## src/rtl/axi4_slave_bresp_scheduler_pkg.sv

```systemverilog
// Shared types for the AXI4 slave write-response scheduler: response codes, B FSM states
// and the queued completion entry.
package axi4_slave_pkg;

  typedef enum logic [1:0] {
    OKAY   = 2'b00,
    EXOKAY = 2'b01,
    SLVERR = 2'b10,
    DECERR = 2'b11
  } resp_t;

  typedef enum logic {
    B_IDLE  = 1'b0,
    B_VALID = 1'b1
  } bstate_t;

  localparam int unsigned B_ID_WIDTH = 4;

  typedef struct packed {
    logic [B_ID_WIDTH-1:0] id;
    resp_t                 resp;
  } b_entry_t;

endpackage

```

## src/rtl/axi4_slave_bresp_scheduler_if.sv

```systemverilog
// Completion-in and AXI B-out signal bundle; slave modport is the scheduler's view.
interface axi4_slave_bresp_scheduler_if #(
  parameter int ID_WIDTH = 4
) ();
  import axi4_slave_pkg::*;

  logic                cmpl_valid;
  logic                cmpl_ready;
  logic [ID_WIDTH-1:0] cmpl_id;
  resp_t               cmpl_status;
  logic                bvalid;
  logic                bready;
  logic [ID_WIDTH-1:0] bid;
  resp_t               bresp;

  modport slave (
    input  cmpl_valid, cmpl_id, cmpl_status, bready,
    output cmpl_ready, bvalid, bid, bresp
  );

  modport master (
    output cmpl_valid, cmpl_id, cmpl_status, bready,
    input  cmpl_ready, bvalid, bid, bresp
  );

endinterface

```

## src/rtl/axi4_slave_bresp_scheduler_fifo.sv

```systemverilog
// Synchronous completion queue (axi4_bresp_fifo); DEPTH must be a power of two so the
// pointers wrap naturally. Push while full and pop while empty are ignored.
module axi4_bresp_fifo
  import axi4_slave_pkg::*;
#(
  parameter int  DEPTH   = 4,
  parameter type entry_t = b_entry_t
) (
  input  logic                       clk,
  input  logic                       rst,
  input  logic                       push,
  input  entry_t                     wdata,
  input  logic                       pop,
  output entry_t                     rdata,
  output logic                       full,
  output logic                       empty,
  output logic [$clog2(DEPTH+1)-1:0] count
);

  localparam int PW = $clog2(DEPTH);
  localparam int CW = $clog2(DEPTH+1);

  logic [PW-1:0] wr_ptr;
  logic [PW-1:0] rd_ptr;
  entry_t        mem [DEPTH];
  logic          do_push;
  logic          do_pop;

  assign full    = (count == CW'(DEPTH));
  assign empty   = (count == '0);
  assign do_push = push && !full;
  assign do_pop  = pop && !empty;
  assign rdata   = mem[rd_ptr];

  always_ff @(posedge clk) begin
    if (rst) begin
      wr_ptr <= '0;
      rd_ptr <= '0;
      count  <= '0;
    end else begin
      if (do_push) wr_ptr <= wr_ptr + 1'b1;
      if (do_pop)  rd_ptr <= rd_ptr + 1'b1;
      case ({do_push, do_pop})
        2'b10:   count <= count + 1'b1;
        2'b01:   count <= count - 1'b1;
        default: count <= count;
      endcase
    end
  end

  // Storage carries no reset; only pointers and count define validity.
  always_ff @(posedge clk) begin
    if (do_push) mem[wr_ptr] <= wdata;
  end

endmodule

```

## src/rtl/axi4_slave_bresp_scheduler.sv

```systemverilog
// AXI4 slave B-channel scheduler: queues write completions and issues them in order.
// Optional B-stall watchdog enabled by defining AXI4_BRESP_TIMEOUT_EN.
module axi4_slave_bresp_scheduler
  import axi4_slave_pkg::*;
#(
  parameter int ID_WIDTH = 4,
  parameter int DEPTH    = 4,
  parameter int TO_WIDTH = 8
) (
  input  logic                         clk,
  input  logic                         rst,
  axi4_slave_bresp_scheduler_if.slave  bus,
  output logic [$clog2(DEPTH+2)-1:0]   outstanding,
  output logic                         timeout_err
);

  localparam int CW = $clog2(DEPTH+1);
  localparam int OW = $clog2(DEPTH+2);

  typedef struct packed {
    logic [ID_WIDTH-1:0] id;
    resp_t               resp;
  } entry_t;

  if (DEPTH < 2 || TO_WIDTH < 1) begin : g_bad_param
    $error("axi4_slave_bresp_scheduler: DEPTH must be >= 2 and TO_WIDTH >= 1");
  end

  bstate_t       state;
  entry_t        out_r;
  logic          bvalid_r;
  entry_t        head;
  entry_t        wentry;
  logic          q_full;
  logic          q_empty;
  logic [CW-1:0] q_count;
  logic          push;
  logic          pop;

  assign wentry = '{id: bus.cmpl_id, resp: bus.cmpl_status};
  assign push   = bus.cmpl_valid && !q_full;
  // Reload the output register whenever it is free or being accepted this cycle.
  assign pop    = !q_empty && ((state == B_IDLE) || bus.bready);

  axi4_bresp_fifo #(
    .DEPTH   (DEPTH),
    .entry_t (entry_t)
  ) u_fifo (
    .clk   (clk),
    .rst   (rst),
    .push  (push),
    .wdata (wentry),
    .pop   (pop),
    .rdata (head),
    .full  (q_full),
    .empty (q_empty),
    .count (q_count)
  );

  always_ff @(posedge clk) begin
    if (rst) begin
      state    <= B_IDLE;
      bvalid_r <= 1'b0;
      out_r    <= '0;
    end else begin
      case (state)
        B_IDLE: begin
          if (!q_empty) begin
            out_r    <= head;
            bvalid_r <= 1'b1;
            state    <= B_VALID;
          end
        end
        B_VALID: begin
          if (bus.bready) begin
            if (!q_empty) begin
              out_r <= head;
            end else begin
              bvalid_r <= 1'b0;
              state    <= B_IDLE;
            end
          end
        end
        default: begin
          bvalid_r <= 1'b0;
          state    <= B_IDLE;
        end
      endcase
    end
  end

  assign bus.cmpl_ready = !q_full;
  assign bus.bvalid     = bvalid_r;
  assign bus.bid        = out_r.id;
  assign bus.bresp      = out_r.resp;
  assign outstanding    = OW'(q_count) + OW'(bvalid_r);

`ifdef AXI4_BRESP_TIMEOUT_EN
  logic [TO_WIDTH-1:0] to_cnt;
  logic [TO_WIDTH-1:0] to_cnt_nxt;
  logic                to_err_r;

  always_comb begin
    to_cnt_nxt = '0;
    if (bvalid_r && !bus.bready) begin
      to_cnt_nxt = (to_cnt == '1) ? to_cnt : to_cnt + 1'b1;
    end
  end

  always_ff @(posedge clk) begin
    if (rst) begin
      to_cnt   <= '0;
      to_err_r <= 1'b0;
    end else begin
      to_cnt <= to_cnt_nxt;
      if (to_cnt_nxt == '1) to_err_r <= 1'b1;
    end
  end

  assign timeout_err = to_err_r;
`else
  assign timeout_err = 1'b0;
`endif

endmodule

```

## src/flat_wrapper.sv

```systemverilog
// flat-port wrapper written by rule: the top's interface ports become plain ports
module axi4_slave_bresp_scheduler_flat import axi4_slave_pkg::*;
#(
  parameter int ID_WIDTH = 4,
  parameter int DEPTH    = 4,
  parameter int TO_WIDTH = 8
)
  (clk, rst, outstanding, timeout_err, bus_cmpl_valid, bus_cmpl_id, bus_cmpl_status, bus_bready, bus_cmpl_ready, bus_bvalid, bus_bid, bus_bresp);
  axi4_slave_bresp_scheduler_if #(.ID_WIDTH(ID_WIDTH)) bus_i ();
  input  logic clk;
  input  logic rst;
  output logic [$clog2(DEPTH+2)-1:0] outstanding;
  output logic timeout_err;
  input wire logic [$bits(bus_i.cmpl_valid)-1:0] bus_cmpl_valid;
  input wire logic [$bits(bus_i.cmpl_id)-1:0] bus_cmpl_id;
  input wire logic [$bits(bus_i.cmpl_status)-1:0] bus_cmpl_status;
  input wire logic [$bits(bus_i.bready)-1:0] bus_bready;
  output wire logic [$bits(bus_i.cmpl_ready)-1:0] bus_cmpl_ready;
  output wire logic [$bits(bus_i.bvalid)-1:0] bus_bvalid;
  output wire logic [$bits(bus_i.bid)-1:0] bus_bid;
  output wire logic [$bits(bus_i.bresp)-1:0] bus_bresp;
  assign bus_i.cmpl_valid = bus_cmpl_valid;
  assign bus_i.cmpl_id = bus_cmpl_id;
  assign bus_i.cmpl_status = bus_cmpl_status;
  assign bus_i.bready = bus_bready;
  assign bus_cmpl_ready = bus_i.cmpl_ready;
  assign bus_bvalid = bus_i.bvalid;
  assign bus_bid = bus_i.bid;
  assign bus_bresp = bus_i.bresp;
  axi4_slave_bresp_scheduler #(.ID_WIDTH(ID_WIDTH), .DEPTH(DEPTH), .TO_WIDTH(TO_WIDTH)) u_core (.clk(clk), .rst(rst), .bus(bus_i), .outstanding(outstanding), .timeout_err(timeout_err));
endmodule
```

## config.mk

```make
export PLATFORM = sky130hd
export DESIGN_NAME = axi4_slave_bresp_scheduler_flat
export DESIGN_NICKNAME = d
export VERILOG_FILES = /design/src/rtl/axi4_slave_bresp_scheduler_pkg.sv /design/src/rtl/axi4_slave_bresp_scheduler_if.sv /design/src/rtl/axi4_slave_bresp_scheduler_fifo.sv /design/src/rtl/axi4_slave_bresp_scheduler.sv /design/src/flat_wrapper.sv
export SDC_FILE = /design/constraint.sdc
export NUM_CORES = 1
export LEC_CHECK = 0
export CAP_MARGIN = 20
export CORE_ASPECT_RATIO = 0.9
export CORE_MARGIN = 2
export CORE_UTILIZATION = 56
export CTS_BUF_LIST = sky130_fd_sc_hd__clkbuf_8
export CTS_CLUSTER_DIAMETER = 60
export DETAILED_ROUTE_END_ITERATION = 8
export PLACE_DENSITY = 0.89
export SLEW_MARGIN = 20
export SYNTH_ARGS = -nofsm -noshare
export SYNTH_HDL_FRONTEND = slang
export SYNTH_SLANG_ARGS = --single-unit
export TNS_END_PERCENT = 20
```

## constraint.sdc

```tcl
create_clock -name clk -period 2.81 [get_ports clk]
set_input_delay 0.562 -clock clk [delete_from_list [all_inputs] [get_ports clk]]
set_output_delay 0.562 -clock clk [all_outputs]
set_load 0.05 [all_outputs]
```

* After elaboration in Yosys (flattened, before gate mapping)
Memories as Yosys holds them, arrays and structs flattened. A register that Yosys moved wholly into a read port is not among the register bits.
Index checks and enable logic that the tools add are counted.
** Word-level totals
- Bits in writable memories :: 24
- Memories kept :: 1
- Bits of input ports :: 10
- Register bits after elaboration :: 15
** Memories
- u_core.u_fifo.mem :: words 4, width 6, read ports 1, clocked after Yosys merged registers in 1, wr ports 1, RTL line axi4_slave_bresp_scheduler_fifo.sv:25 : entry_t mem [DEPTH];
** Cells by class
- Bitwise operators :: 1
- Equal/unequal tests :: 6
- $add $sub $neg :: 5
- Multiplexer cells :: 15
- Reduce and logical (&&, ||, !) cells :: 10
** Operator list (number)
- 2-to-1 mux 6 bit :: 2
- one-hot mux 6 bit (2 select lines) :: 1
- 2-to-1 mux 1 bit :: 7
- != test 2 bit (second input constant) :: 3
- one-hot mux 3 bit (2 select lines) :: 1
- adder 2 x 1 -> 2 bit (second input constant) :: 2
- logical AND 1 bit :: 4
- 2-to-1 mux 2 bit :: 2
- one-hot mux 1 bit (2 select lines) :: 2
- adder 3 x 1 -> 3 bit :: 1
- adder 3 x 1 -> 3 bit (second input constant) :: 1
- equality test 3 bit (second input constant) :: 1
- zero test 3 bit :: 1
- AND reduction 3 bit :: 1
- subtractor 3 x 1 -> 3 bit (second input constant) :: 1
- equality test 2 x 1 -> 1 bit (second input constant) :: 1
- equality test 2 bit (second input constant) :: 1
- zero test 1 bit :: 2
- nonzero test 2 bit :: 1
- logical OR 1 bit :: 1
- inverter 1 bit :: 1

* Longest topological paths before layout
Gate-level depths: netlist of run 1.
- Word-level depth :: 6
- Gate-level depth with buffers :: 9
- Gate-level depth less buffers :: 8

* Hierarchy
From an unflattened synthesis of run 1, not the netlist that was laid out.
** Second synthesis, totals
- Cells, all modules :: 126
- Area, all modules :: 1747.9 um^2
** By module, submodules not included
- axi4_bresp_fifo :: seq. area each 900.9 um^2, instances 1, area an instance 1341.3 um^2, cells each 85
- axi4_slave_bresp_scheduler :: seq. area each 160.2 um^2, instances 1, area an instance 406.6 um^2, cells each 41

* Worst setup path before layout of run 1
OpenSTA, ideal clock, no wires.
- Path kind :: register to register
- From :: register u_core.u_fifo.count[2]
- To :: register u_core.u_fifo.count[2]
- Period minus slack after synthesis :: 2.365 ns
- Setup slack :: 0.445 ns
- Arrival time :: 2.294 ns
- Cell stages (with the launch flop) :: 10
- Required time :: 2.739 ns
- Path through :: dfxtp_1 -> or3b_1 -> buf_6 -> nand2_1 -> ha_1 -> inv_1 -> fa_1 -> xor2_1 -> or3_2 -> a21oi_1
** Between the ends
- Longest elaborated chain between the ends :: 6
- Elaborated cells between the ends (all ways) :: 14
- Classes of those cells :: add/sub (2); eq/ne (3); mux (1); reduce/logical (8)
** RTL lines
- start: declaration :: RTL line axi4_slave_bresp_scheduler_fifo.sv:17 : output logic [$clog2(DEPTH+1)-1:0] count
- start signal: assignment :: RTL line axi4_slave_bresp_scheduler_fifo.sv:44 : 2'b10: count <= count + 1'b1;
- start signal: assignment :: RTL line axi4_slave_bresp_scheduler_fifo.sv:45 : 2'b01: count <= count - 1'b1;
- start signal: assignment :: RTL line axi4_slave_bresp_scheduler_fifo.sv:46 : default: count <= count;
- equality test 3 bit * :: RTL line axi4_slave_bresp_scheduler_fifo.sv:29 : assign full = (count == CW'(DEPTH));
- zero test 1 bit *
- via bus_cmpl_ready :: RTL line flat_wrapper.sv:18 : output wire logic [$bits(bus_i.cmpl_ready)-1:0] bus_cmpl_ready;
- logical AND 1 bit :: RTL line axi4_slave_bresp_scheduler.sv:41 : assign push = bus.cmpl_valid && !q_full;
- logical AND 1 bit * :: RTL line axi4_slave_bresp_scheduler_fifo.sv:31 : assign do_push = push && !full;
- equality test 2 x 1 -> 1 bit or equality test 2 bit (tied branches) :: RTL line axi4_slave_bresp_scheduler_fifo.sv:43 : case ({do_push, do_pop})
- one-hot mux 3 bit (2 select lines) or nonzero test 2 bit (tied branches)
Mark *: on every way through the listed nets, which the timed path passes. The rest lies on a longest branch.
A chain may end at the register's enable or synchronous reset.

* Worst setup path in the final report of run 1
- From :: register u_core.u_fifo.count[0]
- To :: output port outstanding[2]
** Between the ends
- Longest elaborated chain between the ends :: 1
** RTL lines
- adder 3 x 1 -> 3 bit :: RTL line axi4_slave_bresp_scheduler.sv:96 : assign outstanding = OW'(q_count) + OW'(bvalid_r);
- end: declaration :: RTL line flat_wrapper.sv:12 : output logic [$clog2(DEPTH+2)-1:0] outstanding;
Every way passes these cells.

==> run_results.csv, run 1 <==
group,metric,value,unit
yosys,synthCells,127,
worst_setup_path,reg2reg_slack,360,ps
global_routing,antenna_found_initial,0,
worst_setup_path,reg2reg_from,"u_core.u_fifo.count[2]",
clock_tree,clkTransAtPathRegs,70,ps
worst_setup_path,cp_top_family,"buffers and inverters",
yosys,netlist.area_leader.share,0.422,
worst_setup_path,criticalPathCategory,"flip-flop to primary output",
route,drt_iter0_markers,39,
worst_setup_path,path_cells,"ha_1 -> ha_1 -> xor2_1 -> clkdlybuf4s50_1",
worst_setup_path,crit_buf_inv,1,
clock_tree,postCtsHoldBufs,0,
timing,finalSetupViolCount,0,
clock_tree,ctsResizeCount,0,
worst_setup_path,cp.depth,4,
placement,pre_cts_slack,-18.7,ps
yosys,yosysWarnings,0,
timing,slew_viol_final,0,
yosys,synth_seq_cells,41,
timing,rsz0062_at_grt,"no",
timing,fin_setup_tns,0,ps
worst_setup_path,rr_worst_depth,8,
yosys,synth_edf_count,24,
worst_setup_path,worstSetupStartpoint,"u_core.u_fifo.count[0]",
clock_tree,cts_tree,"built",
pwr,power,2.27,mW
clock_tree,cts_buffers,5,
clock_tree,root_buffer,"clkbuf_8",
route,drc,0,
floorplan,core_area,0.00297,mm²
yosys,netlist.top_cell.by_area,"edfxtp_1",
placement,dpl_cell_area,0.00194,mm²
placement,gp_congestion,0.730,
worst_setup_path,cp-end-kind,"primary output",
floorplan,ioPinCount,22,
timing,finalWorstSetupSlack,156,ps
route,drt-total-wl,2830,µm
yosys,syn-cell-area,0.00171,mm²
worst_setup_path,critical_path.slowest_cell,"clkdlybuf4s50_1",
worst_setup_path,crit_top_cell,"ha_1",
timing,hold_ws,476,ps
clock_tree,post_cts_buffers,0,
global_routing,gr-total-overflow,0,
timing,fin_skew,5.73,ps
cells_and_area,final_area,0.00205,mm²
worst_setup_path,crit_required,2250,ps
worst_setup_path,crit_end,"outstanding[2]",
yosys,seq_area_frac_synth,0.621,
cells_and_area,final_layout_size_suffix_gt1_frac,0.153,
pwr,power_leakage,0.739,nW
run,max_cap_violations,0,
worst_setup_path,r2r_end,"u_core.u_fifo.count[2]",
pwr,ir_drop,0.000683,V
route,ant_nets,0,
yosys,yosys.cell_types.count,30,
global_routing,grt_pass1_vias,1065,
cells_and_area,syn_to_final_growth,19.9,%
worst_setup_path,setup.worst_path.start_class,"flip-flop",
worst_setup_path,cpPeakStageDelay,830,ps
cells_and_area,fill_cells,205,
floorplan,initial_core_util,0.575,
placement,dp_hpwl,2070,µm
placement,place_inst,184,
timing,tightest_slew,666,ps
floorplan,die_area,0.00351,mm²
route,vias_per_cell,5.34,
yosys,yosysMostFrequentCell,"edfxtp_1",
cells_and_area,final_core_util,0.690,
floorplan,die_y,56.4,µm
cells_and_area,finish.net_count,167,
clock_tree,htreeDepth,2,
global_routing,grt_usage,0.187,
worst_setup_path,crit_path_max_fanout,6,
clock_tree,clock_path_buffers,2,
floorplan,row_count,19,
timing,relSlewSlack,0.554,
yosys,synth_flop_cell,"edfxtp_1",
timing,fmax,377,MHz
run_status,status,"complete, no violations",
route,avgRoutedWirePerCell,14.7,µm
timing,post-route-period-util,0.944,
clock_tree,cts_sinks,41,
timing,fin_crit,2650,ps
cells_and_area,antenna_cells,0,
cells_and_area,stdcell_count,192,
pwr,p_per_area,1110,mW/mm²
global_routing,grt_pass1_wl,4800,µm
clock_tree,worst_skew_pair.late_latency,290,ps
yosys,synth.area.top_cells,"edfxtp_1, dfxtp_1, mux4_2, ha_1, a21oi_1",
global_routing,grt_max_degree,18,
timing,final_hold_viol_count,0,
worst_setup_path,arrival,2090,ps
placement,io_buffers,20,
yosys,netlist_top_cells_count,"edfxtp_1, dfxtp_1, a21oi_1",
route,firstDrtPassIters,4,
hold_path,hold_class,"flip-flop to flip-flop",
floorplan,die_w,62.2,µm
yosys,async_flop_share,0,
yosys,synth_fp_nets,145,
yosys,syn_area_per_cell,13.5,µm²
route,vias,1026,
[layer usage]
metal	GRT usage	vias to the layer above	routed length, µm
li1	-	504	-
met1	0.199	481	1180
met2	0.329	32	1420
met3	0.0721	9	166
met4	0.0857	0	53
met5	0	-	0
[layout by cell type (no fill, tap or decap), drive strengths merged, types with 5 or more instances in the layout]
cell,n
nor2,5
dfxtp,17
nand3,8
mux4,6
o21ai,8
ha,7
edfxtp,24
inv,8
clkbuf,5
clkdlybuf4s50,20
a21oi,14
[state kept, by name, indices dropped and copies added, names as in the netlist, named ones only]
name and flops:
u_core.bus.bvalid 1, u_core.u_fifo.mem 24, u_core.u_fifo.wr_ptr 2, u_core.bus.bresp 2, u_core.u_fifo.count 3, u_core.bus.bid 4, u_core.u_fifo.rd_ptr 2, u_core.state 1
[worst min path at each step]
stage	startpoint	end	slack, ps	cells past startpoint
after floorplan	u_core.state	u_core.bus.bvalid	460	1
after global placement	u_core.bus.bid[3]	u_core.bus.bid[3]	460	2
after detailed placement	u_core.bus.bid[0]	u_core.bus.bid[0]	470	2
after CTS	u_core.bus.bid[0]	u_core.bus.bid[0]	480	2
after global routing	u_core.bus.bid[3]	u_core.bus.bid[3]	510	2
final	u_core.bus.bid[0]	u_core.bus.bid[0]	480	2
[tightest hold or removal path, cell delays in order, from the launching register on]
cell and delay [ps]:
dfxtp_1 310, o21ai_0 60, a21oi_1 60
[power breakdown]
part | internal [mW] | total, mW | switching [mW] | leakage, nW
logic | 0.382 | 0.960 | 0.578 | 0.322
registers | 0.765 | 0.869 | 0.104 | 0.360
clock network | 0.258 | 0.444 | 0.186 | 0.0570
[kinds of logic after synthesis]
family | synth area share
AO/OA/AOI/OAI | 0.0944
XOR/XNOR | 0.0154
adder cells (fa/ha/maj) | 0.0630
buffers and inverters | 0.0439
flip-flops | 0.621
multiplexers | 0.0791
other | 0.00219
AND/OR/NAND/NOR | 0.0813
[cell type report]
type                       count  area, µm²  share of cell area
clock inverter                 3       37.5              0.0183
sequential                    41       1060               0.518
inverter                       7       26.3              0.0128
multi-input combinational     70        573               0.280
clock buffer                   5       68.8              0.0336
timing repair buffer          24        230               0.112
tap                           42       52.6              0.0256
(Power assumes the default switching activity.)
==> inputs of run 2 (changes only) <==
PLACE_DENSITY = 0.81   (was 0.89)
==> run 2 against run 1 <==
Effect of this change: first-iteration DRC count rose to 3.1 times the previous value; final cell count did not move; critical endpoint unchanged; register-to-register slack improved by 70 ps; core utilization rose by 0.13 points; highest routed layer unchanged; worst hold slack improved by 7.6 ps; cell area rose by 0.18%; non-clock buffer count did not move; maximum frequency rose by 0.29%; sequential share of layout area fell by 0.095 points; flip-flop and latch count did not move.
==> run_results.csv, run 2 (synthesis gave the netlist of run 1 again) <==
group,metric,value,unit
run_status,status,"complete, no violations",
worst_setup_path,crit_required,2250,ps
run,max_cap_violations,0,
timing,fin_skew,6.31,ps
global_routing,grt_max_degree,18,
global_routing,gr-total-overflow,0,
clock_tree,root_buffer,"clkbuf_8",
worst_setup_path,reg2reg_from,"u_core.u_fifo.count[2]",
worst_setup_path,crit_path_max_fanout,6,
timing,fin_setup_tns,0,ps
cells_and_area,multi_input_area,573,µm²
floorplan,ioPinCount,22,
worst_setup_path,cp-end-kind,"primary output",
worst_setup_path,path_cells,"ha_1 -> ha_1 -> xor2_1 -> clkdlybuf4s50_1",
route,routed.top_layer,"met4",
clock_tree,worst_skew_pair.late_latency,290,ps
pwr,ir_drop,0.000734,V
worst_setup_path,r2r_end,"u_core.u_fifo.count[2]",
pwr,power_leakage,0.733,nW
worst_setup_path,crit_top_cell,"ha_1",
worst_setup_path,worstSetupStartpoint,"u_core.u_fifo.count[0]",
route,vias_per_cell,5.56,
cells_and_area,finish.net_count,167,
cells_and_area,syn_to_final_growth,20.1,%
worst_setup_path,crit_end,"outstanding[2]",
floorplan,die_area,0.00351,mm²
timing,slew_viol_final,0,
floorplan,die_w,62.2,µm
clock_tree,postCtsHoldBufs,0,
placement,pre_cts_slack,26.5,ps
clock_tree,ctsResizeCount,0,
hold_path,hold_class,"flip-flop to flip-flop",
pwr,power,2.29,mW
timing,tightest_slew,699,ps
timing,rsz0062_at_grt,"no",
worst_setup_path,crit_buf_inv,1,
pwr,p_per_area,1120,mW/mm²
clock_tree,clkTransAtPathRegs,70,ps
cells_and_area,largest_reg_flops,24,
worst_setup_path,setup.worst_path.start_class,"flip-flop",
clock_tree,cts_tree,"built",
worst_setup_path,rr_worst_depth,8,
route,wl_met1,1290,µm
timing,hold_ws,483,ps
route,ant_nets,0,
global_routing,grt_usage,0.196,
timing,finalWorstSetupSlack,164,ps
worst_setup_path,arrival,2080,ps
global_routing,grt_pass1_wl,5060,µm
cells_and_area,antenna_cells,0,
route,route.met3.wl,145,µm
floorplan,core_area,0.00297,mm²
floorplan,row_count,19,
route,drt-total-wl,2940,µm
worst_setup_path,cp_top_family,"buffers and inverters",
timing,fin_crit,2650,ps
placement,dp_hpwl,2110,µm
timing,relSlewSlack,0.532,
placement,gp_congestion,0.776,
worst_setup_path,cpPeakStageDelay,830,ps
clock_tree,cts_buffers,5,
cells_and_area,mostFrequentLayoutCells,"edfxtp_1, clkdlybuf4s50_1, dfxtp_1",
cells_and_area,final_layout_size_suffix_gt1_frac,0.160,
floorplan,die_y,56.4,µm
route,firstDrtPassIters,4,
cells_and_area,fill_cells,215,
cells_and_area,register_area,0.00106,mm²
cells_and_area,final_area,0.00205,mm²
route,drc,0,
placement,dpl_cell_area,0.00194,mm²
cells_and_area,regMostFlops,"u_core.u_fifo.mem",
floorplan,initial_core_util,0.575,
clock_tree,post_cts_buffers,0,
timing,finalSetupViolCount,0,
worst_setup_path,critical_path.slowest_cell,"clkdlybuf4s50_1",
timing,post-route-period-util,0.942,
worst_setup_path,criticalPathCategory,"flip-flop to primary output",
route,wl_met2,1460,µm
global_routing,antenna_found_initial,0,
timing,final_hold_viol_count,0,
worst_setup_path,cp.depth,4,
clock_tree,htreeDepth,2,
clock_tree,clock_path_buffers,2,
clock_tree,cts_sinks,41,
cells_and_area,layout_commonest_cell,"edfxtp_1",
route,avgRoutedWirePerCell,15.3,µm
route,vias,1068,
worst_setup_path,reg2reg_slack,430,ps
placement,io_buffers,20,
timing,fmax,378,MHz
hold_path,worstHoldStart,"u_core.bus.bid[0]",
global_routing,grt_pass1_vias,1068,
route,drt_iter0_markers,122,
-- run 2: cell count changes in the layout (fill, tap and decap cells not counted) --
cell	before	now
clkinvlp_4	0	1
inv_1	8	7
-- run 2: per-layer routing --
layer / vias to the layer above / global-route usage
met2: 34 / 0.321
met1: 525 / 0.234
li1: 503 / -
met5: - / 0
met4: 0 / 0.0984
met3: 6 / 0.0661
-- run 2: worst min-delay path by stage --
stage | cells after the start | to
finish | 2 | u_core.bus.bid[0]
global route | 2 | u_core.bus.bresp[0]
CTS | 2 | u_core.bus.bresp[0]
detailed placement | 2 | u_core.bus.bresp[0]
global placement | 2 | u_core.bus.bid[3]
floorplan | 1 | u_core.bus.bvalid
-- run 2: layout make-up --
| type | count | share of cell area |
|---|---|---|
| Clock inverter | 3 | 0.0201 |
| Clock buffer | 5 | 0.0335 |
| Multi-Input combinational cell | 70 | 0.279 |
| Timing Repair Buffer | 24 | 0.112 |
| Tap cell | 42 | 0.0256 |
| Sequential cell | 41 | 0.517 |
| Inverter | 7 | 0.0128 |
-- run 2: tightest hold or removal path: cells and delay by family, from the launching register on --
kind | cells | cell delay (ps)
flops | 1 | 310
compound gates | 2 | 120
-- run 2: power by group --
| part | total, mW | switching [mW] | internal (mW) |
|---|---|---|---|
| clock network | 0.457 | 0.196 | 0.261 |
| logic | 0.963 | 0.583 | 0.381 |
| registers | 0.871 | 0.106 | 0.765 |
| total | 2.29 | 0.885 | 1.41 |
-- run 2: metrics by stage --
| stage | cells | utilization |
|---|---|---|
| final | 192 | 0.691 |
| after global routing | 192 | 0.691 |
| after CTS | 192 | 0.691 |
| after detailed placement | 184 | 0.654 |
| after global placement | 184 | 0.654 |
| after floorplan | 127 | - |
==> inputs of run 3 (changes only) <==
CTS_BUF_LIST = sky130_fd_sc_hd__clkbuf_4 sky130_fd_sc_hd__clkbuf_8   (was sky130_fd_sc_hd__clkbuf_8)
==> run 3 against run 2 <==
Effect of this change: register-to-register slack hardly changed; sequential share of layout area is 0.73 points higher; combinational power barely moved; critical path depth down 1; via count fell by 0.84%; largest cell class unchanged; largest power group unchanged; highest routed layer unchanged.
==> run_results.csv, run 3 (synthesis gave the netlist of run 1 again) <==
group,metric,value,unit
run_status,status,"complete, no violations",
global_routing,grt_max_degree,18,
hold_path,hold_class,"flip-flop to flip-flop",
pwr,p_per_area,1090,mW/mm²
timing,tightest_slew,686,ps
pwr,netSwitchingPower,878,µW
route,vias,1059,
route,avgRoutedWirePerCell,15.3,µm
global_routing,grt_usage,0.195,
worst_setup_path,cpPeakStageDelay,700,ps
worst_setup_path,criticalPathCategory,"flip-flop to primary output",
placement,io_buffers,20,
floorplan,row_count,19,
floorplan,die_y,56.4,µm
floorplan,core_area,0.00297,mm²
clock_tree,clock_path_buffers,2,
pwr,intPower,1.33,mW
cells_and_area,regMostFlops,"u_core.u_fifo.mem",
worst_setup_path,critical_path.slowest_cell,"clkdlybuf4s50_1",
timing,post-route-period-util,0.938,
route,drt_iter0_markers,111,
floorplan,initial_core_util,0.575,
pwr,power,2.21,mW
timing,fmax,379,MHz
timing,final_hold_viol_count,0,
global_routing,grt_pass1_wl,5060,µm
pwr,p_sw_frac,0.398,
run,max_cap_violations,0,
clock_tree,cts_buffers,5,
timing,fin_setup_tns,0,ps
timing,finalWorstSetupSlack,174,ps
cells_and_area,register_area,0.00106,mm²
cells_and_area,fill_cells,213,
clock_tree,postCtsHoldBufs,0,
cells_and_area,mostFrequentLayoutCells,"edfxtp_1, clkdlybuf4s50_1, dfxtp_1",
placement,place_inst,184,
floorplan,die_area,0.00351,mm²
clock_tree,htreeDepth,2,
placement,gp_congestion,0.776,
timing,fin_crit,2640,ps
placement,dp_hpwl,2110,µm
pwr,ir_drop,0.000686,V
pwr,power_frac_comb,0.436,
clock_tree,root_buffer,"clkbuf_4",
timing,rsz0062_at_grt,"no",
global_routing,grt_pass1_vias,1077,
timing,finalSetupViolCount,0,
cells_and_area,largest_reg_flops,24,
pwr,seq_power_share,0.394,
cells_and_area,multi_input_area,573,µm²
worst_setup_path,setup.worst_path.start_class,"flip-flop",
worst_setup_path,reg2reg_slack,430,ps
floorplan,ioPinCount,22,
worst_setup_path,crit_path_max_fanout,9,
route,vias_per_cell,5.52,
worst_setup_path,crit_required,2250,ps
cells_and_area,stdcell_count,192,
clock_tree,clkTransAtPathRegs,130,ps
floorplan,die_w,62.2,µm
placement,pre_cts_slack,26.5,ps
route,firstDrtPassIters,4,
route,drt-total-wl,2940,µm
global_routing,gr-total-overflow,0,
timing,relSlewSlack,0.542,
worst_setup_path,arrival,2070,ps
worst_setup_path,path_cells,"or3b_1 -> buf_4 -> clkdlybuf4s50_1",
timing,slew_viol_final,0,
route,ant_nets,0,
route,drc,0,
clock_tree,cts_tree,"built",
worst_setup_path,cp-end-kind,"primary output",
clock_tree,cts_sinks,41,
cells_and_area,antenna_cells,0,
cells_and_area,finish.net_count,167,
cells_and_area,syn_to_final_growth,18.4,%
timing,fin_skew,13.5,ps
cells_and_area,final_layout_size_suffix_gt1_frac,0.160,
cells_and_area,layout_commonest_cell,"edfxtp_1",
global_routing,antenna_found_initial,0,
clock_tree,worst_skew_pair.late_latency,350,ps
pwr,power_frac_clock,0.170,
pwr,power_leakage,0.737,nW
-- run 3: cell types whose count changed in the layout (fill, tap and decap cells not counted) --
cell             change
dlymetal6s2s_1       +1
clkbuf_4             +5
clkdlybuf4s50_1      -1
clkbuf_8             -5
-- run 3: what timing repair did --
item,4_1_cts,5_1_grt
endpoints found under the setup margin,0,1
resized for setup,0,1
hold endpoints to repair,0,0
setup buffers,0,0
-- run 3: worst paths after layout --
path,start,to,cells after the start
max,u_core.u_fifo.count[2],bus_cmpl_ready,3
min,u_core.bus.bresp[0],u_core.bus.bresp[0],2
min reg2reg,u_core.bus.bresp[0],u_core.bus.bresp[0],2
max reg2reg,u_core.u_fifo.count[2],u_core.u_fifo.count[2],8
-- run 3: routing by layer --
metal	vias up	part of all wire	track usage
met1	521	0.45	0.232
li1	503	-	-
met5	-	0	0
met4	0	0.018	0.0984
met3	7	0.043	0.0621
met2	28	0.49	0.323
-- run 3: power groups by stage --
| stage | sequential (mW) | combinational, mW | clock, mW |
|---|---|---|---|
| 2_1_floorplan | 0.991 | 0.596 | 0 |
| 4_1_cts | 0.873 | 0.965 | 0.380 |
| 3_5_place_dp | 0.887 | 0.959 | 0 |
| 3_3_place_gp | 0.874 | 0.934 | 0 |
| 6_report | 0.870 | 0.961 | 0.375 |
| 5_1_grt | 0.891 | 1.04 | 0.407 |
-- run 3: cell type report --
type	instances	share of cell area
sequential	41	0.524
multi-input combinational	70	0.283
timing repair buffer	24	0.115
tap	42	0.0260
clock inverter	3	0.0204
clock buffer	5	0.0185
inverter	7	0.0130
-- run 3: critical path, delay by kind of cell (launching register included) --
kind	cells	cell delay [ps]
buffers and inverters	2	880
flip-flops	1	430
AND/OR/NAND/NOR	1	410
-- run 3: stage by stage --
stage	util	instance area, µm²	hold WS (ps)
after floorplan	-	1710	464
after global placement	0.654	1940	461
after detailed placement	0.654	1940	470
after CTS	0.680	2020	486
after global routing	0.681	2020	507
final	0.681	2020	489
